## config.mk

```make
export PLATFORM = sky130hd
export DESIGN_NAME = kernel_weight_store_flat
export DESIGN_NICKNAME = d
export VERILOG_FILES = /design/src/rtl/kernel_weight_store_if.sv /design/src/rtl/kernel_weight_store.sv /design/src/flat_wrapper.sv
export SDC_FILE = /design/constraint.sdc
export NUM_CORES = 2
export LEC_CHECK = 0
export BUFFER_PORTS_ARGS = -buffer_cell sky130_fd_sc_hd__buf_2
export CAP_MARGIN = 20
export CORE_MARGIN = 5
export CORE_UTILIZATION = 55
export CTS_CLUSTER_SIZE = 40
export DETAILED_ROUTE_END_ITERATION = 8
export PLACE_DENSITY = 0.71
export REMOVE_ABC_BUFFERS = 1
export SLEW_MARGIN = 20
export SYNTH_ARGS = -nofsm -noshare
export SYNTH_HDL_FRONTEND = slang
export SYNTH_SLANG_ARGS = --single-unit
```

## constraint.sdc

```tcl
create_clock -name clk -period 5.1 [get_ports clk]
set_input_delay 1.53 -clock clk [delete_from_list [all_inputs] [get_ports clk]]
set_output_delay 1.53 -clock clk [all_outputs]
set_load 0.01 [all_outputs]
```

## src/rtl/kernel_weight_store_if.sv

```systemverilog
// kernel_weight_store_if
// Bundles the loader, swap and read-port signals of the kernel weight store.
// The master side is the loader/conv engine; the slave side is the store itself.
interface kernel_weight_store_if #(
   parameter int DATA_WIDTH = 36,
   parameter int ADDR_WIDTH = 6
);

   logic                  load_start;
   logic                  load_valid;
   logic [DATA_WIDTH-1:0] load_data;
   logic                  load_ready;
   logic                  load_done;
   logic                  shadow_full;
   logic                  swap_req;
   logic                  swap_ack;
   logic                  active_bank;
   logic                  rd_en;
   logic [ADDR_WIDTH-1:0] rd_addr;
   logic [DATA_WIDTH-1:0] rd_data;
   logic                  rd_valid;

   modport master (
      output load_start, load_valid, load_data, swap_req, rd_en, rd_addr,
      input  load_ready, load_done, shadow_full, swap_ack, active_bank, rd_data, rd_valid
   );

   modport slave (
      input  load_start, load_valid, load_data, swap_req, rd_en, rd_addr,
      output load_ready, load_done, shadow_full, swap_ack, active_bank, rd_data, rd_valid
   );

endinterface

```

## src/rtl/kernel_weight_store.sv

```systemverilog
// kernel_weight_store
// Ping-pong kernel weight memory: the conv engine reads the active bank while a
// streaming loader fills the shadow bank; a swap handshake flips the banks once
// the shadow set is complete and no read is in flight that cycle.
module kernel_weight_store #(
   parameter int KERNEL_WEIGHT_BITS = 6,
   parameter int KERNEL_SIZE        = 3,
   parameter int IN_CHANNELS        = 6,
   parameter int OUT_CHANNELS       = 6,
   parameter int DATA_WIDTH         = KERNEL_WEIGHT_BITS * OUT_CHANNELS,
   parameter int DEPTH              = IN_CHANNELS * KERNEL_SIZE * KERNEL_SIZE,
   parameter int ADDR_WIDTH         = $clog2(DEPTH)
) (
   input logic                  clk,
   input logic                  rst,
   kernel_weight_store_if.slave bus
);

   typedef enum logic [1:0] {
      IDLE,
      LOADING,
      FULL
   } state_t;

   localparam logic [ADDR_WIDTH-1:0] LAST_ADDR = ADDR_WIDTH'(DEPTH - 1);
   localparam logic [ADDR_WIDTH:0]   DEPTH_EXT = (ADDR_WIDTH + 1)'(DEPTH);

   state_t                r_state;
   logic [ADDR_WIDTH-1:0] r_wr_ptr;
   logic                  r_load_ready;
   logic                  r_load_done;
   logic                  r_shadow_full;
   logic                  r_swap_ack;
   logic                  r_active_bank;
   logic [DATA_WIDTH-1:0] r_rd_data;
   logic                  r_rd_valid;

   logic [DATA_WIDTH-1:0] r_bank0 [DEPTH];
   logic [DATA_WIDTH-1:0] r_bank1 [DEPTH];

   logic                  w_wr_en;
   logic [ADDR_WIDTH-1:0] w_wr_addr;
   logic                  w_rd_in_range;

   // A restart that arrives together with a word writes that word at address 0.
   assign w_wr_en       = (r_state == LOADING) && bus.load_valid;
   assign w_wr_addr     = bus.load_start ? '0 : r_wr_ptr;
   assign w_rd_in_range = ({1'b0, bus.rd_addr} < DEPTH_EXT);

   // Load/swap FSM with all handshake outputs registered alongside the state.
   always_ff @(posedge clk) begin
      if (rst) begin
         r_state       <= IDLE;
         r_wr_ptr      <= '0;
         r_load_ready  <= 1'b0;
         r_load_done   <= 1'b0;
         r_shadow_full <= 1'b0;
         r_swap_ack    <= 1'b0;
         r_active_bank <= 1'b0;
      end else begin
         r_load_done <= 1'b0;
         r_swap_ack  <= 1'b0;
         case (r_state)
            IDLE: begin
               if (bus.load_start) begin
                  r_wr_ptr     <= '0;
                  r_load_ready <= 1'b1;
                  r_state      <= LOADING;
               end
            end
            LOADING: begin
               if (bus.load_start) begin
                  r_wr_ptr <= bus.load_valid ? ADDR_WIDTH'(1) : '0;
               end else if (bus.load_valid) begin
                  if (r_wr_ptr == LAST_ADDR) begin
                     r_wr_ptr      <= '0;
                     r_load_ready  <= 1'b0;
                     r_shadow_full <= 1'b1;
                     r_load_done   <= 1'b1;
                     r_state       <= FULL;
                  end else begin
                     r_wr_ptr <= r_wr_ptr + ADDR_WIDTH'(1);
                  end
               end
            end
            FULL: begin
               if (bus.load_start) begin
                  r_wr_ptr      <= '0;
                  r_load_ready  <= 1'b1;
                  r_shadow_full <= 1'b0;
                  r_state       <= LOADING;
               end else if (bus.swap_req && !bus.rd_en) begin
                  r_active_bank <= ~r_active_bank;
                  r_swap_ack    <= 1'b1;
                  r_shadow_full <= 1'b0;
                  r_state       <= IDLE;
               end
            end
            default: begin
               r_state <= IDLE;
            end
         endcase
      end
   end

   // Shadow-bank write port; contents deliberately survive reset.
   always_ff @(posedge clk) begin
      if (w_wr_en) begin
         if (r_active_bank) begin
            r_bank0[w_wr_addr] <= bus.load_data;
         end else begin
            r_bank1[w_wr_addr] <= bus.load_data;
         end
      end
   end

   // Registered read of the active bank; out-of-range addresses read as zero.
   always_ff @(posedge clk) begin
      if (rst) begin
         r_rd_data  <= '0;
         r_rd_valid <= 1'b0;
      end else begin
         r_rd_valid <= bus.rd_en;
         if (bus.rd_en) begin
            if (!w_rd_in_range) begin
               r_rd_data <= '0;
            end else if (r_active_bank) begin
               r_rd_data <= r_bank1[bus.rd_addr];
            end else begin
               r_rd_data <= r_bank0[bus.rd_addr];
            end
         end
      end
   end

   assign bus.load_ready  = r_load_ready;
   assign bus.load_done   = r_load_done;
   assign bus.shadow_full = r_shadow_full;
   assign bus.swap_ack    = r_swap_ack;
   assign bus.active_bank = r_active_bank;
   assign bus.rd_data     = r_rd_data;
   assign bus.rd_valid    = r_rd_valid;

endmodule

```

## src/flat_wrapper.sv

```systemverilog
// flat-port wrapper written by rule: the top's interface ports become plain ports
module kernel_weight_store_flat 
#(
   parameter int KERNEL_WEIGHT_BITS = 6,
   parameter int KERNEL_SIZE        = 3,
   parameter int IN_CHANNELS        = 6,
   parameter int OUT_CHANNELS       = 6,
   parameter int DATA_WIDTH         = KERNEL_WEIGHT_BITS * OUT_CHANNELS,
   parameter int DEPTH              = IN_CHANNELS * KERNEL_SIZE * KERNEL_SIZE,
   parameter int ADDR_WIDTH         = $clog2(DEPTH)
)
  (clk, rst, bus_load_start, bus_load_valid, bus_load_data, bus_swap_req, bus_rd_en, bus_rd_addr, bus_load_ready, bus_load_done, bus_shadow_full, bus_swap_ack, bus_active_bank, bus_rd_data, bus_rd_valid);
  kernel_weight_store_if #(.DATA_WIDTH(DATA_WIDTH), .ADDR_WIDTH(ADDR_WIDTH)) bus_i ();
  input logic clk;
  input logic rst;
  input wire logic [$bits(bus_i.load_start)-1:0] bus_load_start;
  input wire logic [$bits(bus_i.load_valid)-1:0] bus_load_valid;
  input wire logic [$bits(bus_i.load_data)-1:0] bus_load_data;
  input wire logic [$bits(bus_i.swap_req)-1:0] bus_swap_req;
  input wire logic [$bits(bus_i.rd_en)-1:0] bus_rd_en;
  input wire logic [$bits(bus_i.rd_addr)-1:0] bus_rd_addr;
  output wire logic [$bits(bus_i.load_ready)-1:0] bus_load_ready;
  output wire logic [$bits(bus_i.load_done)-1:0] bus_load_done;
  output wire logic [$bits(bus_i.shadow_full)-1:0] bus_shadow_full;
  output wire logic [$bits(bus_i.swap_ack)-1:0] bus_swap_ack;
  output wire logic [$bits(bus_i.active_bank)-1:0] bus_active_bank;
  output wire logic [$bits(bus_i.rd_data)-1:0] bus_rd_data;
  output wire logic [$bits(bus_i.rd_valid)-1:0] bus_rd_valid;
  assign bus_i.load_start = bus_load_start;
  assign bus_i.load_valid = bus_load_valid;
  assign bus_i.load_data = bus_load_data;
  assign bus_i.swap_req = bus_swap_req;
  assign bus_i.rd_en = bus_rd_en;
  assign bus_i.rd_addr = bus_rd_addr;
  assign bus_load_ready = bus_i.load_ready;
  assign bus_load_done = bus_i.load_done;
  assign bus_shadow_full = bus_i.shadow_full;
  assign bus_swap_ack = bus_i.swap_ack;
  assign bus_active_bank = bus_i.active_bank;
  assign bus_rd_data = bus_i.rd_data;
  assign bus_rd_valid = bus_i.rd_valid;
  kernel_weight_store #(.KERNEL_WEIGHT_BITS(KERNEL_WEIGHT_BITS), .KERNEL_SIZE(KERNEL_SIZE), .IN_CHANNELS(IN_CHANNELS), .OUT_CHANNELS(OUT_CHANNELS), .DATA_WIDTH(DATA_WIDTH), .DEPTH(DEPTH), .ADDR_WIDTH(ADDR_WIDTH)) u_core (.clk(clk), .rst(rst), .bus(bus_i));
endmodule
```

-- Word-level counts from Yosys, hierarchy flattened
Memory sizes are Yosys's and may differ from the RTL's.
Cells that the tools add are included.
- bits in registers: 50
- RAM bits: 3888
- bits of input ports: 48
- output and inout port bits: 42
- word-level logic and storage cells: 76
- memories: 2
- add/sub/neg operators: 1
- $lt $le $gt $ge: 1
- equal/unequal tests: 10
- muxes and demuxes: 34
- bitwise operators: 5
- reductions and logical operators: 14
- memory list (name ; depth ; bits a word ; rd ports ; clocked after memory_dff ; write ports ; line ; source):
    u_core.r_bank0 ; 54 ; 36 ; 1 ; 0 ; 1 ; kernel_weight_store.sv:38 ; logic [DATA_WIDTH-1:0] r_bank0 [DEPTH];
    u_core.r_bank1 ; 54 ; 36 ; 1 ; 0 ; 1 ; kernel_weight_store.sv:39 ; logic [DATA_WIDTH-1:0] r_bank1 [DEPTH];
- operator list (cell ; count):
    36-bit two-way mux ; 2
    6-bit two-way mux ; 4
    1-bit two-way mux ; 18
    5-bit AND reduction ; 3
    2-bit two-way mux ; 6
    6-bit case mux with 2 select lines ; 1
    2-bit inequality test (second input constant) ; 4
    6-bit by 1-bit adder with 6-bit output (second input constant) ; 1
    6-bit == test (second input constant) ; 1
    6-bit < comparator (second input constant) ; 1
    2-bit case mux with 3 select lines ; 1
    1-bit inverter ; 5
    1-bit case mux with 2 select lines ; 2
    2-bit nonzero test ; 2
    4-bit OR reduction ; 1
    3-bit by 2-bit inequality test with 1-bit output (second input constant) ; 1
    3-bit inequality test (second input constant) ; 1
    3-bit AND reduction ; 1
    3-bit OR reduction ; 1
    2-bit by 1-bit == test with 1-bit output (second input constant) ; 1
    2-bit == test (second input constant) ; 1
    1-bit logical AND ; 2
    2-bit logical NOT ; 1
    2-bit by 1-bit inequality test with 1-bit output (second input constant) ; 1
    other kinds (3) ; 3

-- Logic depth before layout (Yosys ltp)
- depth after elaboration: 5
- depth in mapped cells: 13
- mapped depth without buffers: 8

-- Worst setup path before layout
No wires, ideal clock.
- kind: input to register
- from: input port bus_load_valid
- to: memory u_core.r_bank0[24][0], enable pin
- library setup time: 429 ps
- data arrival time: 3823 ps
- data required time: 4671 ps
- slack: 848 ps
- cell stages on the path: 5
- path buffers: 0
- cell sequence: nand2_1 -> nor3_1 -> and3_1 -> nand2_1 -> nor2_1
- cells in the longest elaborated chain, start to end: 3
- RTL lines (element ; line ; source):
    start, declared ; flat_wrapper.sv:17 ; input wire logic [$bits(bus_i.load_valid)-1:0] bus_load_valid;
    1-bit logical AND ; kernel_weight_store.sv:46 ; assign w_wr_en = (r_state == LOADING) && bus.load_valid;
    1-bit two-way mux ; kernel_weight_store.sv:108 ; if (w_wr_en) begin
    1-bit two-way mux (not written as such) ; kernel_weight_store.sv:110 ; r_bank0[w_wr_addr] <= bus.load_data;
    end, declared ; kernel_weight_store.sv:38 ;
Every way passes these cells.

-- Worst setup path after layout
- from: input port bus_rd_addr[5]
- to: register u_core.r_rd_data[11], in the netlist u_core.bus.rd_data[11]
- cells in the longest elaborated chain, start to end: 3
- elaborated cells on any way between the ends: 5
- RTL lines (element ; line ; source):
    start, declared ; flat_wrapper.sv:21 ; input wire logic [$bits(bus_i.rd_addr)-1:0] bus_rd_addr;
    memory read 54 x 36 bit, on equally long branches ; -- ;
    36-bit two-way mux ; kernel_weight_store.sv:127 ; end else if (r_active_bank) begin
    36-bit two-way mux * ; kernel_weight_store.sv:125 ; if (!w_rd_in_range) begin
    end signal, assigned ; kernel_weight_store.sv:128 ; r_rd_data <= r_bank1[bus.rd_addr];
    end signal, assigned ; kernel_weight_store.sv:130 ; r_rd_data <= r_bank0[bus.rd_addr];
    end, declared ; kernel_weight_store.sv:35 ; logic [DATA_WIDTH-1:0] r_rd_data;
Mark *: on every way between the ends. The rest lies on a longest branch, timed or not.
A chain may end at the register's enable or synchronous reset.

==> out/metrics.json <==
{
  "outcome": {"value": "completed"},
  "regToRegSetupSlack": {"value": 1.64, "unit": "ns"},
  "io_pins": {"value": 90},
  "worst_max_slew_margin_expressed_relative_to_the_limit": {"value": 17.1, "unit": "%"},
  "vias_in_the_first_global_route": {"value": 81020},
  "synth_simple_gate_area_share": {"value": 1.98, "unit": "%"},
  "finalCritPeriodShare": {"value": 84.6, "unit": "%"},
  "post-cts-setup-buffer-count": {"value": 0},
  "clock-sinks": {"value": 3938},
  "hp-class": {"value": "reg -> reg"},
  "worst_supply_voltage_drop_on_vdd": {"value": 0.398, "unit": "mV"},
  "grt_first_pass_wirelength": {"value": 639, "unit": "mm"},
  "worst_ep_arrival_time": {"value": 5.08, "unit": "ns"},
  "hpwlAfterDp": {"value": 270, "unit": "mm"},
  "post-layout-total-power": {"value": 67.7, "unit": "mW"},
  "yosys.area_share.adder": {"value": 0.0165, "unit": "%"},
  "gp_congestion": {"value": 0.898},
  "synth_compound_area_share": {"value": 4.46, "unit": "%"},
  "commonest_non_fill_non_tap_cell_in_the_layout": {"value": "edfxtp_1"},
  "worst_skew_pair.late_latency": {"value": 0.93, "unit": "ns"},
  "cts_max_level": {"value": 5},
  "vias": {"value": 83563},
  "synth-seq-area-share": {"value": 77.5, "unit": "%"},
  "cp_max_fo": {"value": 15},
  "fillers": {"value": 18417},
  "post_cts_hold_buffer_count": {"value": 0},
  "setup_viol_count_final": {"value": 0},
  "hold_viol": {"value": 0},
  "power.leakage": {"value": 55.9, "unit": "nW"},
  "layout_min_cycle_time": {"value": 4.32, "unit": "ns"},
  "finish.net_count": {"value": 7996},
  "synth.area.mux_share": {"value": 14.2, "unit": "%"},
  "ys_dominant_reg_cell": {"value": "edfxtp_1"},
  "port-buffer-count": {"value": 89},
  "maxCapViolations": {"value": 0},
  "postCtsResizedCells": {"value": 0},
  "cts-root-buf": {"value": "clkbuf_16"},
  "synth-async-reset-ratio": {"value": 0, "unit": "%"},
  "design.die.area": {"value": 287000, "unit": "um^2"},
  "effective_utilization_at_floorplan": {"value": 55.1, "unit": "%"},
  "overall_track_demand_over_capacity_in_global_routing": {"value": 32.0, "unit": "%"},
  "post_drt_wl_per_cell": {"value": 38.6, "unit": "um"},
  "placement.cell_area": {"value": 161000, "unit": "um^2"},
  "finalClockSkew": {"value": 0.0679, "unit": "ns"},
  "synth_top_family_by_area": {"value": "multiplexers"},
  "globalRouteOverflowTotal": {"value": 0},
  "grt_antenna_before_repair": {"value": 29},
  "clkTransAtPathRegs": {"value": 0.06, "unit": "ns"},
  "end_kind": {"value": "flop"},
  "yosysWarningCount": {"value": 0},
  "firstDrtPassIters": {"value": 9},
  "synthesis.instances": {"value": 7383},
  "cellPowerDensity": {"value": 390, "unit": "nW/um^2"},
  "core_region_area": {"value": 276000, "unit": "um^2"},
  "finalHoldWorstSlack": {"value": 0.478, "unit": "ns"},
  "synth.avg_cell_area": {"value": 20.6, "unit": "um^2"},
  "layout_common_cells": {"value": "edfxtp_1, mux4_2, mux2i_1, buf_4, clkbuf_16"},
  "timing.critical_path.required": {"value": 5.87, "unit": "ns"},
  "drt_iter0_drc": {"value": 14207},
  "max_clock_freq": {"value": 232, "unit": "MHz"},
  "chipWidth": {"value": 536, "unit": "um"},
  "antenna_violating_nets_post_route": {"value": 0},
  "syn-cell-area": {"value": 152000, "unit": "um^2"},
  "synth-seq-cells": {"value": 3938},
  "max_slew.worst_pin.slew": {"value": 1.24, "unit": "ns"},
  "postLayoutCellArea": {"value": 174000, "unit": "um^2"},
  "layout-drive-gt1-share": {"value": 24.1, "unit": "%"},
  "ctsLongestPathBuffers": {"value": 4},
  "grt_max_degree": {"value": 109},
  "post_synth_xor_area_fraction": {"value": 0.00576, "unit": "%"},
  "avgViaCountPerCell": {"value": 6.97},
  "remaining_drc_errors": {"value": 0},
  "area_delta_synth_final": {"value": 14.2, "unit": "%"},
  "std_cell_rows": {"value": 193},
  "totalWireLength": {"value": 464, "unit": "mm"},
  "worstSetupStartpointType": {"value": "input pin"},
  "drv_slew": {"value": 0},
  "rsz0062_at_grt": {"value": "false"},
  "worstSetupPathType": {"value": "in -> reg"},
  "cts-buffers-inserted": {"value": 388},
  "floorplan.die.height": {"value": 536, "unit": "um"},
  "tritoncts_clock_tree": {"value": "done"},
  "number_of_flops_mapped_to_enable_cells_by_yosys": {"value": 3888},
  "synth.distinct_cells": {"value": 78}
}
synth_stat cells, types with 24 or more instances:
cell type,n,area (um^2)
a22oi_1,60,450
mux4_2,668,15000
buf_6,83,935
nand2_1,202,758
buf_4,53,398
o21ai_1,41,205
o211ai_1,36,270
edfxtp_1,3888,117000
clkbuf_1,176,661
a221oi_1,77,674
o221ai_1,118,1030
buf_2,82,410
nor2b_1,24,150
nand4_1,28,175
buf_1,32,120
a22o_1,25,219
mux2_2,28,315
dfxtp_1,50,1000
o22ai_1,102,638
a21oi_1,183,916
a31oi_1,40,250
o21ai_0,133,666
nand3_1,75,375
a211oi_1,42,315
nor2_1,256,961
mux2i_1,621,6220
nor3_1,32,160
per-stage QoR:
step,util [%],cells,setup slack (ns),setup TNS [ns]
floorplan,-,6945,-0.806,-13.97
global placement,58.3,11257,-0.323,-1.33
detailed placement,58.3,11259,-0.287,-0.432
CTS,62.9,11964,0.618,0
global route,62.9,11985,0.733,0
finish,62.9,11995,0.783,0
report_power, final:
part | leakage [nW] | total (mW) | internal, mW | switching, mW
Clock | 6.13 | 28.5 | 16.4 | 12.1
Sequential | 35.3 | 35.6 | 35.6 | 0.0679
Combinational | 14.4 | 3.61 | 1.16 | 2.45
flip-flops by register name, summed over array words and instances (netlist names):
| signal | flops |
|---|---|
| u_core.bus.active_bank | 1 |
| u_core.bus.load_done | 1 |
| u_core.bus.load_ready | 1 |
| u_core.bus.rd_data | 36 |
| u_core.bus.rd_valid | 1 |
| u_core.bus.shadow_full | 1 |
| u_core.bus.swap_ack | 1 |
| u_core.r_bank0 | 1944 |
| u_core.r_bank1 | 1944 |
| u_core.r_state | 2 |
| u_core.r_wr_ptr | 6 |
cell families after synthesis:
group | count (synthesis)
AO/OA/AOI/OAI | 988
XOR/XNOR | 1
adder cells (fa/ha/maj) | 2
buffers and inverters | 448
flip-flops | 3938
multiplexers | 1323
AND/OR/NAND/NOR | 683
per-layer routing:
layer | wire length, um | global-route usage [%] | vias up
met2 | 208000 | 48.0 | 7023
li1 | - | - | 32083
met5 | 237 | 0.483 | -
met1 | 156000 | 42.7 | 43123
met4 | 34500 | 18.6 | 8
met3 | 64200 | 8.63 | 1326
worst paths after layout:
kind / start / to / depth (start not counted)
worst max-delay path: bus_rd_addr[5] / u_core.bus.rd_data[11] / 8
worst min-delay path: u_core.bus.rd_data[23] / u_core.bus.rd_data[23] / 2
worst max register to register: u_core.r_state[0] / u_core.r_bank0[51][32] / 6
worst min register to register: u_core.bus.rd_data[23] / u_core.bus.rd_data[23] / 2
cell type report:
cell class                      count  area, um^2  area share [%]
Clock buffer                      497       10500            6.03
Tap cell                         3705        4640            2.67
Timing Repair Buffer              611        6080            3.50
Antenna cell                       29        72.6          0.0418
Multi-Input combinational cell   2997       32400            18.7
Clock inverter                    208        2110            1.21
Inverter                           10        52.6          0.0303
Sequential cell                  3938      118000            67.8
critical path, cell delays in order:
cell     delay (ns)
buf_2          0.54
nand2_1        0.17
buf_4          0.26
o21ai_1        0.40
or2_2          0.89
nand3_1        0.40
a31oi_1        0.72
nor4_1         0.14
(Power assumes the default switching activity.)
